**src/rtl/fir_pkg.sv**
```systemverilog
// Shared types and defaults for the FIR tap read sequencer.
package fir_pkg;

    localparam int TAPS_DEFAULT = 64;

    typedef enum logic [1:0] {
        IDLE = 2'd0,
        RUN  = 2'd1,
        DONE = 2'd2
    } tap_seq_state_t;

endpackage

```
**src/rtl/fir_tap_sequencer_if.sv**
```systemverilog
// Beat stream from the tap sequencer to the MAC datapath (valid/ready).
interface fir_tap_sequencer_if #(
    parameter int ADDR_W = 6
) ();
    logic              out_valid;
    logic              out_ready;
    logic              out_last;
    logic [ADDR_W-1:0] sample_addr;
    logic [ADDR_W-1:0] coef_addr;

    modport master (
        output out_valid, sample_addr, coef_addr, out_last,
        input  out_ready
    );

    modport slave (
        input  out_valid, sample_addr, coef_addr, out_last,
        output out_ready
    );
endinterface

```
**src/rtl/mod_down_counter.sv**
```systemverilog
// Modulo-MOD down counter: 0 wraps to MOD-1, never to the natural 2**W rollover.
module mod_down_counter #(
    parameter int MOD = 64
) (
    input  logic                   clk,
    input  logic                   rst,
    input  logic                   load,
    input  logic [$clog2(MOD)-1:0] load_val,
    input  logic                   dec,
    output logic [$clog2(MOD)-1:0] value,
    output logic                   wrap
);
    localparam int W = $clog2(MOD);
    localparam logic [W-1:0] TOP = W'(MOD - 1);

    assign wrap = dec && (value == '0);

    // load takes priority so a new pass always starts from a clean address
    always_ff @(posedge clk or posedge rst) begin
        if (rst) begin
            value <= '0;
        end else if (load) begin
            value <= load_val;
        end else if (dec) begin
            value <= (value == '0) ? TOP : value - W'(1);
        end
    end
endmodule

```
**src/rtl/fir_tap_sequencer.sv**
```systemverilog
// Walks the FIR delay line newest-to-oldest, one tap per accepted beat.
module fir_tap_sequencer
    import fir_pkg::*;
#(
    parameter int TAPS = TAPS_DEFAULT
) (
    input  logic                    clk,
    input  logic                    rst,
    input  logic                    start,
    input  logic                    abort,
    input  logic [$clog2(TAPS)-1:0] wr_ptr,
    output logic                    busy,
    output logic                    done,
    fir_tap_sequencer_if.master     bus
);
    localparam int ADDR_W = $clog2(TAPS);
    localparam logic [ADDR_W-1:0] LAST_IDX = ADDR_W'(TAPS - 1);

    tap_seq_state_t    state;
    logic              valid_q;
    logic [ADDR_W-1:0] coef_q;
    logic [ADDR_W-1:0] sample_q;
    logic [ADDR_W-1:0] start_addr;
    logic              start_ok;
    logic              accept;
    logic              last_accept;
    logic              unused_wrap;

    assign start_ok    = (state == IDLE) && start && !abort;
    assign accept      = valid_q && bus.out_ready;
    assign last_accept = accept && (coef_q == LAST_IDX);

    // Out-of-range write pointers (only possible when TAPS is not a power of 2)
    assign start_addr = (int'(wr_ptr) >= TAPS) ? LAST_IDX : wr_ptr;

    mod_down_counter #(
        .MOD (TAPS)
    ) u_sample_cnt (
        .clk      (clk),
        .rst      (rst),
        .load     (start_ok),
        .load_val (start_addr),
        .dec      (accept && !abort),
        .value    (sample_q),
        .wrap     (unused_wrap)
    );

    // Control FSM; every status output is a register so the MAC sees clean edges
    always_ff @(posedge clk or posedge rst) begin
        if (rst) begin
            state   <= IDLE;
            valid_q <= 1'b0;
            busy    <= 1'b0;
            done    <= 1'b0;
            coef_q  <= '0;
        end else begin
            unique case (state)
                IDLE: begin
                    done <= 1'b0;
                    if (start_ok) begin
                        state   <= RUN;
                        valid_q <= 1'b1;
                        busy    <= 1'b1;
                        coef_q  <= '0;
                    end
                end
                RUN: begin
                    if (abort) begin
                        state   <= IDLE;
                        valid_q <= 1'b0;
                        busy    <= 1'b0;
                        done    <= 1'b0;
                    end else if (last_accept) begin
                        state   <= DONE;
                        valid_q <= 1'b0;
                        done    <= 1'b1;
                        coef_q  <= '0;
                    end else if (accept) begin
                        coef_q  <= coef_q + ADDR_W'(1);
                    end
                end
                DONE: begin
                    state   <= IDLE;
                    valid_q <= 1'b0;
                    busy    <= 1'b0;
                    done    <= 1'b0;
                end
                default: begin
                    state   <= IDLE;
                    valid_q <= 1'b0;
                    busy    <= 1'b0;
                    done    <= 1'b0;
                end
            endcase
        end
    end

    assign bus.out_valid   = valid_q;
    assign bus.sample_addr = sample_q;
    assign bus.coef_addr   = coef_q;
    assign bus.out_last    = valid_q && (coef_q == LAST_IDX);
endmodule

```
**src/flat_wrapper.sv**
```systemverilog
// flat-port wrapper written by rule: the top's interface ports become plain ports
module fir_tap_sequencer_flat import fir_pkg::*;
#(
    parameter int TAPS = TAPS_DEFAULT
)
  (clk, rst, start, abort, wr_ptr, busy, done, bus_out_valid, bus_sample_addr, bus_coef_addr, bus_out_last, bus_out_ready);
  fir_tap_sequencer_if #(.ADDR_W(6)) bus_i ();
  input  logic clk;
  input  logic rst;
  input  logic start;
  input  logic abort;
  input  logic [$clog2(TAPS)-1:0] wr_ptr;
  output logic busy;
  output logic done;
  output wire logic [$bits(bus_i.out_valid)-1:0] bus_out_valid;
  output wire logic [$bits(bus_i.sample_addr)-1:0] bus_sample_addr;
  output wire logic [$bits(bus_i.coef_addr)-1:0] bus_coef_addr;
  output wire logic [$bits(bus_i.out_last)-1:0] bus_out_last;
  input wire logic [$bits(bus_i.out_ready)-1:0] bus_out_ready;
  assign bus_out_valid = bus_i.out_valid;
  assign bus_sample_addr = bus_i.sample_addr;
  assign bus_coef_addr = bus_i.coef_addr;
  assign bus_out_last = bus_i.out_last;
  assign bus_i.out_ready = bus_out_ready;
  fir_tap_sequencer #(.TAPS(TAPS)) u_core (.clk(clk), .rst(rst), .start(start), .abort(abort), .wr_ptr(wr_ptr), .busy(busy), .done(done), .bus(bus_i));
endmodule
```
**config.mk**
```make
export PLATFORM = sky130hd
export DESIGN_NAME = fir_tap_sequencer_flat
export DESIGN_NICKNAME = d
export VERILOG_FILES = /design/src/rtl/fir_pkg.sv /design/src/rtl/fir_tap_sequencer_if.sv /design/src/rtl/mod_down_counter.sv /design/src/rtl/fir_tap_sequencer.sv /design/src/flat_wrapper.sv
export SDC_FILE = /design/constraint.sdc
export NUM_CORES = 1
export LEC_CHECK = 0
export ABC_AREA = 1
export CORE_UTILIZATION = 50
export CTS_BUF_LIST = sky130_fd_sc_hd__clkbuf_8
export DETAILED_ROUTE_END_ITERATION = 8
export DONT_BUFFER_PORTS = 1
export PLACE_DENSITY = 0.74
export SKIP_CTS_REPAIR_TIMING = 1
export SKIP_LAST_GASP = 1
export SLEW_MARGIN = 20
export SYNTH_ARGS = -nofsm -noshare
export SYNTH_HDL_FRONTEND = slang
export SYNTH_SLANG_ARGS = --single-unit
```
**constraint.sdc**
```tcl
create_clock -name clk -period 1.4 [get_ports clk]
set_input_delay 0.14 -clock clk [delete_from_list [all_inputs] [get_ports clk]]
set_output_delay 0.14 -clock clk [all_outputs]
set_load 0.01 [all_outputs]
```
==> results of run 1 <==
[power groups by stage]
stage               sequential [mW]  combinational (mW)  clock (mW)
floorplan                     0.721               0.366           0
global placement              0.714               0.506           0
detailed placement            0.719               0.528           0
CTS                           0.711               0.532       0.413
global route                  0.731               0.624       0.435
finish                        0.713               0.549       0.407
[placed cells by master, fill, tap and decap left out, drive strengths merged, types with 2 or more instances in the layout]
| master | count |
|---|---|
| nand2 | 51 |
| nand3 | 18 |
| buf | 13 |
| inv | 23 |
| nor2 | 13 |
| clkbuf | 4 |
| or2 | 2 |
| dfrtp | 16 |
| o21ai | 8 |
| ha | 3 |
[cells by family (layout without fill, tap and decap cells)]
logic type | Yosys count | after routing | share of synthesized area
compound gates | 12 | 12 | 0.0674
xor+xnor | 2 | 2 | 0.0178
fa+ha+maj | 3 | 3 | 0.0381
buf+inv | 24 | 41 | 0.0953
flops | 16 | 16 | 0.407
simple gates | 87 | 87 | 0.375
[Yosys cell counts (all sizes together)]
master	n
xor2	1
o22ai	1
xnor2	1
o21bai	1
nand2	51
inv	23
ha	3
nand3	18
or2	2
nand3b	1
buf	1
a21oi	1
nor3	1
o21a	1
nor2	13
nand4	1
o21ai	8
dfrtp	16
[per-stage QoR]
step | hold slack, ps | TNS, ps | utilization | area [µm²] | setup slack [ps]
floorplan | 53.7 | 0 | - | 985 | 135
global placement | 140 | 0 | 0.604 | 1080 | 78.2
detailed placement | 144 | 0 | 0.604 | 1080 | 35.2
CTS | -130 | 0 | 0.634 | 1130 | 22.6
global route | 60.4 | -34.0 | 0.667 | 1190 | -29.0
finish | 50.7 | 0 | 0.667 | 1190 | 77.1
[worst reg2reg max path, delay by kind of cell (launching register included)]
family        cells  cell delay [ps]
fa+ha+maj         1              190
simple gates      5              680
flops             1              350
[sequential cells by signal, summed over array words and instances (netlist names)]
signal and count:
u_core.done 1, u_core.state 1, u_core.u_sample_cnt.value 6, u_core.bus.coef_addr 6, u_core.busy 1, u_core.bus.out_valid 1
[routing by layer]
layer | wire [µm] | vias to the layer above
li1 | - | 481
met1 | 1010 | 457
met2 | 1070 | 20
met3 | 99 | 4
met4 | 27 | 0
met5 | 0 | -
[final cells by class]
cell class                      instances  area (µm²)
Clock buffer                            4        55.1
Inverter                               23        86.3
Tap cell                               25        31.3
Multi-Input combinational cell        104         508
Timing Repair Buffer                   14         108
Sequential cell                        16         400
Fill cell                             155         594
[how the worst max path moves through the flow]
stage,start,cells past startpoint,to,slack [ps]
3_3_place_gp,u_core.bus.out_valid,9,u_core.u_sample_cnt.value[5],80
4_1_cts,u_core.bus.out_valid,9,u_core.u_sample_cnt.value[5],20
5_1_grt,u_core.bus.coef_addr[0],6,u_core.bus.coef_addr[3],-30
6_report,u_core.bus.coef_addr[0],6,u_core.bus.coef_addr[3],80
2_1_floorplan,u_core.bus.coef_addr[1],6,u_core.bus.coef_addr[3],140
3_5_place_dp,u_core.bus.out_valid,9,u_core.u_sample_cnt.value[5],40
==> metrics.cfg, run 1 <==
[floorplanning]
dieArea_mm2 = 0.00215
chipWidth_um = 46.4
die_h_um = 46.4
initial_utilization = 0.552
rows = 15
io_pins = 27
core_area_mm2 = 0.00178

[clock_network]
cts.clk_slew.worst_paths_ps = 60
cts_buffers = 3
htreeDepth = 1
cts_sinks = 16
clk_latency_ps = 250
cts.path.max_buffers = 2
root_buffer = clkbuf_8
tritoncts = built

[min_path]
hold_depth = 2
hp-class = input port to flip-flop
worstHoldEndpoint = u_core.u_sample_cnt.value[1]
hp-start = wr_ptr[1]

[pwr]
pwr-share-comb = 0.329
power.leakage_nw = 0.666
power_mw = 1.67
intPower_mw = 1.03
clkPwrFrac = 0.244
switching_share = 0.383
p_seq_frac = 0.427
power.density_mw_per_mm2 = 1400
vdd_drop_max_uv = 816
p_sw_mw = 0.639

[place]
gp_congestion = 0.860
place.port_buffers = 0
hpwl_mm = 1.60
dp_cells = 177

[route]
dr_total_vias = 962
wire_per_inst_um = 11.9
dr.pass1.iters = 4
antenna_left = 0
drt_iter0_drc = 22
wl_mm = 2.21
drcViolationCount = 0
post_drt_via_cell_ratio = 5.17

[critical_path]
cp_slowest_stage_delay_ps = 350
cp.arrival_ps = 1460
critPathTopFamily = simple AND/OR/NAND/NOR gates
endpoint_kind = flip-flop
critPathSlowestCell = dfrtp_1
reg2reg_slack_ps = 80
crit_type = flip-flop to flip-flop
crit_path_frequent_cell = nand3_1
startpoint_type = flip-flop
critPathMaxFanout = 4
required_ps = 1540
r2r-end = u_core.bus.coef_addr[3]
worstPathCellList = ha_1 -> nand3_1 -> nor3_1 -> nor2_1 -> nand3_1 -> nand2_1
rr_worst_depth = 6
crit_buf_inv = 0
r2r_start = u_core.bus.coef_addr[0]

[logic_synthesis]
yosys-top-cells-area = dfrtp_1 41%, nand2_1 19%, inv_1 8.8%
ys_ff_latch = 16
synth_top_area_share = 0.407
synth_area_um2 = 985
synth_cells = 144
syn-num-nets = 158
yosysUniqueCellTypes = 20
ys_seq_area_frac = 0.407
synth.avg_cell_area_um2 = 6.84
synth_warnings = 0
synth_area_leader_cell = dfrtp_1

[cells_and_area]
syn2layout_area_growth_pct = 20.7
fin_cells = 186
drive_above_1_share = 0.149
nNetsFinal = 176
n_antenna_cell = 0

[timing]
hold_viol = 0
slew_violations = 0
rsz0062_at_grt = yes
tightestPinTransition_ps = 621
setup_viol = 0
relSlewSlack = 0.586
fmax_mhz = 756
post-route-period-util = 0.945
min_period_ps = 1320
clock_skew_ps = 0.514

[global_route]
grt_max_degree = 17
grt-ovfl-total = 0
grt_pass1_vias = 798
grt_pass1_wl_mm = 3.32
grt_use_total = 0.219
grt_busiest_layer = met2
grt_util_met3 = 0.0431
groute.layer.met1.usage = 0.276
grt_use_met2 = 0.364
antenna_found_initial = 0

[run_status]
status = completed

[run]
maxCapViolCount = 0

Power figures use the tool's default switching activity.
==> inputs of run 2 (changes only) <==
--- a/config.mk
+++ b/config.mk
@@ -6,6 +6,7 @@
 export NUM_CORES = 1
 export LEC_CHECK = 0
 export ABC_AREA = 1
+export CAP_MARGIN = 10
 export CORE_UTILIZATION = 50
 export CTS_BUF_LIST = sky130_fd_sc_hd__clkbuf_8
 export DETAILED_ROUTE_END_ITERATION = 8
==> results of run 2 <==
Same layout as run 1: the final DEF is identical, and so are final timing and power.
==> RTL edit: new RTL, flow settings as in run 1 <==
Re-encode `tap_seq_state_t` (3 states) as one-hot, 3 bits wide.
--- a/src/rtl/fir_pkg.sv
+++ b/src/rtl/fir_pkg.sv
@@ -4,8 +4,8 @@
     localparam int TAPS_DEFAULT = 64;
 
-    typedef enum logic [1:0] {
-        IDLE = 2'd0,
-        RUN  = 2'd1,
-        DONE = 2'd2
+    typedef enum logic [2:0] {
+        IDLE = 3'b001,
+        RUN  = 3'b010,
+        DONE = 3'b100
     } tap_seq_state_t;
 
Formal check against the unedited RTL: same outputs for any inputs over 10 cycles, from zero or initial values and one cycle with rst high; not proved beyond that.
==> RTL edit against run 1 <==
  * Worst setup slack lost 40 ps
  * Worst hold slack got worse by 11 ps
  * Sequential cell count grew 2
  * Wire length rose by 7.8%
  * Critical path depth unchanged
  * Design area rose by 16%
  * Synthesized area up 14%
  * Synthesized cell count up 4.9%
Power is not compared: it rests on default switching activity, and its combinational part moved more than twofold at a synthesized area within 25%.
==> RTL edit: results (changes against run 1) <==
* R2r setup slk at 40 ps (-40 ps)
* First-pass GRT wire length at 3980 µm (+20%)
* Max Root-Sink Buffers at 2 (unchanged)
* Total number of nets in the final design at 185 (+5.1%)
* Number of global-route vias before repair at 956 (+20%)
* Fin crit period at 1360 ps (+40.0 ps)
* Share of the synthesized area in compound gates (AO/OA/AOI/OAI) at 4.66% (-2.1 points)
* Clock Latency Late Sink at 250 ps (about the same)
* Asr flop ratio synth at 100% (unchanged)
* Endpoint of the most critical register-to-register path: u_core.u_sample_cnt.value[4]
* Xor/xnor share of the synthesized area at 3.11% (+1.3 points)
* Mux contribution to synthesized area at 0% (unchanged)
* Worst Reg-to-Reg Cells at 6 (unchanged)
* Most numerous cell types in the synthesized netlist: sky130_fd_sc_hd__nand2_1 (45), sky130_fd_sc_hd__inv_1 (22), sky130_fd_sc_hd__dfrtp_1 (17), sky130_fd_sc_hd__nand3_1 (12), sky130_fd_sc_hd__nor2_1 (12)
* DR iter-0 viols at 19 (-14%)
* Routability congestion estimate from global placement at 0.845 (-1.7%)
* Path category of the worst min-delay check: input pin to flop
* GRT Util Overall at 21.1% (-0.88 points)
* Antenna diode count at 0 (unchanged)
* Arrival time of data at the critical path endpoint at 1500 ps (+40 ps)
* Non-Filler Instances at 197 (+5.9%)
* Minimum setup slack after placement at 24.0 ps (-11.2 ps)
* Main area contributors after synthesis: sky130_fd_sc_hd__dfrtp_1 (38%), sky130_fd_sc_hd__nand2_1 (15%), sky130_fd_sc_hd__inv_1 (7.3%), sky130_fd_sc_hd__nand3_1 (5.3%), sky130_fd_sc_hd__nor2_1 (4.0%)
* Placed wire-length estimate at 1810 µm (+13%)
* Clock root buffer: sky130_fd_sc_hd__clkbuf_8
* Warnings from Yosys at 0 (unchanged)
* First-pass iteration count of the detailed router at 4 (unchanged)
* Synth cell types at 27 (+35%)
* Placed cells at 190 (+7.3%)
* Worst-path fanout max at 13 (+9)
* Most used flip-flop cell after synthesis: sky130_fd_sc_hd__dfrtp_1
* Pin count of the biggest net entering global routing at 19 (+2)
* Result of the run: complete, no violations
* Total clock buffers created by CTS at 3 (unchanged)
* Clock slew at reported path FFs at 70 ps
* I/O Buffers at 0 (unchanged)
* Post-synthesis net count at 165 (+4.4%)
* NetSw at 1.00 mW
* Layout cell share with drive strength beyond 1 at 25.9% (+11 points)
* Routed WL per cell at 12.1 µm (+1.8%)
* Share of synthesized area occupied by flip-flops and latches at 40.1% (-0.59 points)
* Routed vias at 979 (+1.8%)
* Post-Synth Adder-Cell Area at 3.33% (-0.48 points)
* Worst Skew at 4.34 ps (+3.82 ps)
* Startpoint of the worst-slack reg-to-reg timing path: u_core.state[0]
* Slew at the pin with the worst max-slew slack at 292 ps (-329 ps)
* Average cell area after synthesis at 7.47 µm² (+9.2%)
* Number of antenna violations at the first check in global routing at 0 (unchanged)
==> RTL edit: per-stage QoR <==
step | instance area (µm²) | hold slack (ps) | setup TNS [ps] | utilization, %
after global routing | 1380 | 61.1 | -103 | 67.6
final | 1380 | 39.2 | 0 | 67.6
after detailed placement | 1250 | 67.2 | 0 | 61.1
after CTS | 1290 | -202 | -17.0 | 63.3
after floorplan | 1130 | 77.8 | 0 | -
after global placement | 1250 | 63.8 | 0 | 61.1
==> RTL edit: power groups by stage <==
stage / logic, mW / registers (mW) / clock network (mW)
after floorplan: 0.721 / 0.848 / 0
after global placement: 1.08 / 0.784 / 0
final: 1.22 / 0.786 / 0.354
after detailed placement: 1.10 / 0.789 / 0
after global routing: 1.39 / 0.803 / 0.382
after CTS: 1.11 / 0.780 / 0.369
==> RTL edit: worst min path at each step <==
stage               startpoint                           end  slack (ps)  cells past startpoint
floorplan                  rst       u_core.bus.coef_addr[0]          80                      1
global placement           rst  u_core.u_sample_cnt.value[4]          60                      2
detailed placement         rst       u_core.bus.coef_addr[3]          70                      2
CTS                        rst       u_core.bus.coef_addr[3]        -200                      2
global route             abort               u_core.state[2]          60                      3
finish               wr_ptr[1]  u_core.u_sample_cnt.value[1]          40                      2
==> RTL edit: logic make-up (layout without fill, tap and decap cells) <==
logic type / after synthesis / count (layout)
simple gates: 90 / 90
buf+inv: 27 / 46
flops: 18 / 18
compound gates: 9 / 9
xor+xnor: 4 / 4
fa+ha+maj: 3 / 3
==> RTL edit: critical path, cell delays in order (launching register included) <==
cell and delay (ps):
sky130_fd_sc_hd__dfstp_2 540, sky130_fd_sc_hd__nand3_2 90, sky130_fd_sc_hd__clkinv_2 80, sky130_fd_sc_hd__nand2_4 100, sky130_fd_sc_hd__or2_2 290, sky130_fd_sc_hd__o21ai_0 80
sky130_fd_sc_hd__nor2_1 80
==> RTL edit: cell type report <==
type | instances | area (µm²)
fill | 174 | 661
multi-input combinational | 106 | 623
sequential | 18 | 452
timing repair buffer | 16 | 126
inverter | 26 | 101
clock buffer | 3 | 41.3
tap | 27 | 33.8
clock inverter | 1 | 3.75
==> RTL edit: per-layer routing <==
| metal | track usage [%] | up-vias | part of all wire [%] |
|---|---|---|---|
| met4 | 5.71 | 0 | 0.55 |
| met1 | 24.7 | 446 | 42 |
| met3 | 3.70 | 2 | 5.5 |
| li1 | - | 507 | - |
| met2 | 39.0 | 24 | 52 |
| met5 | 0 | - | 0 |
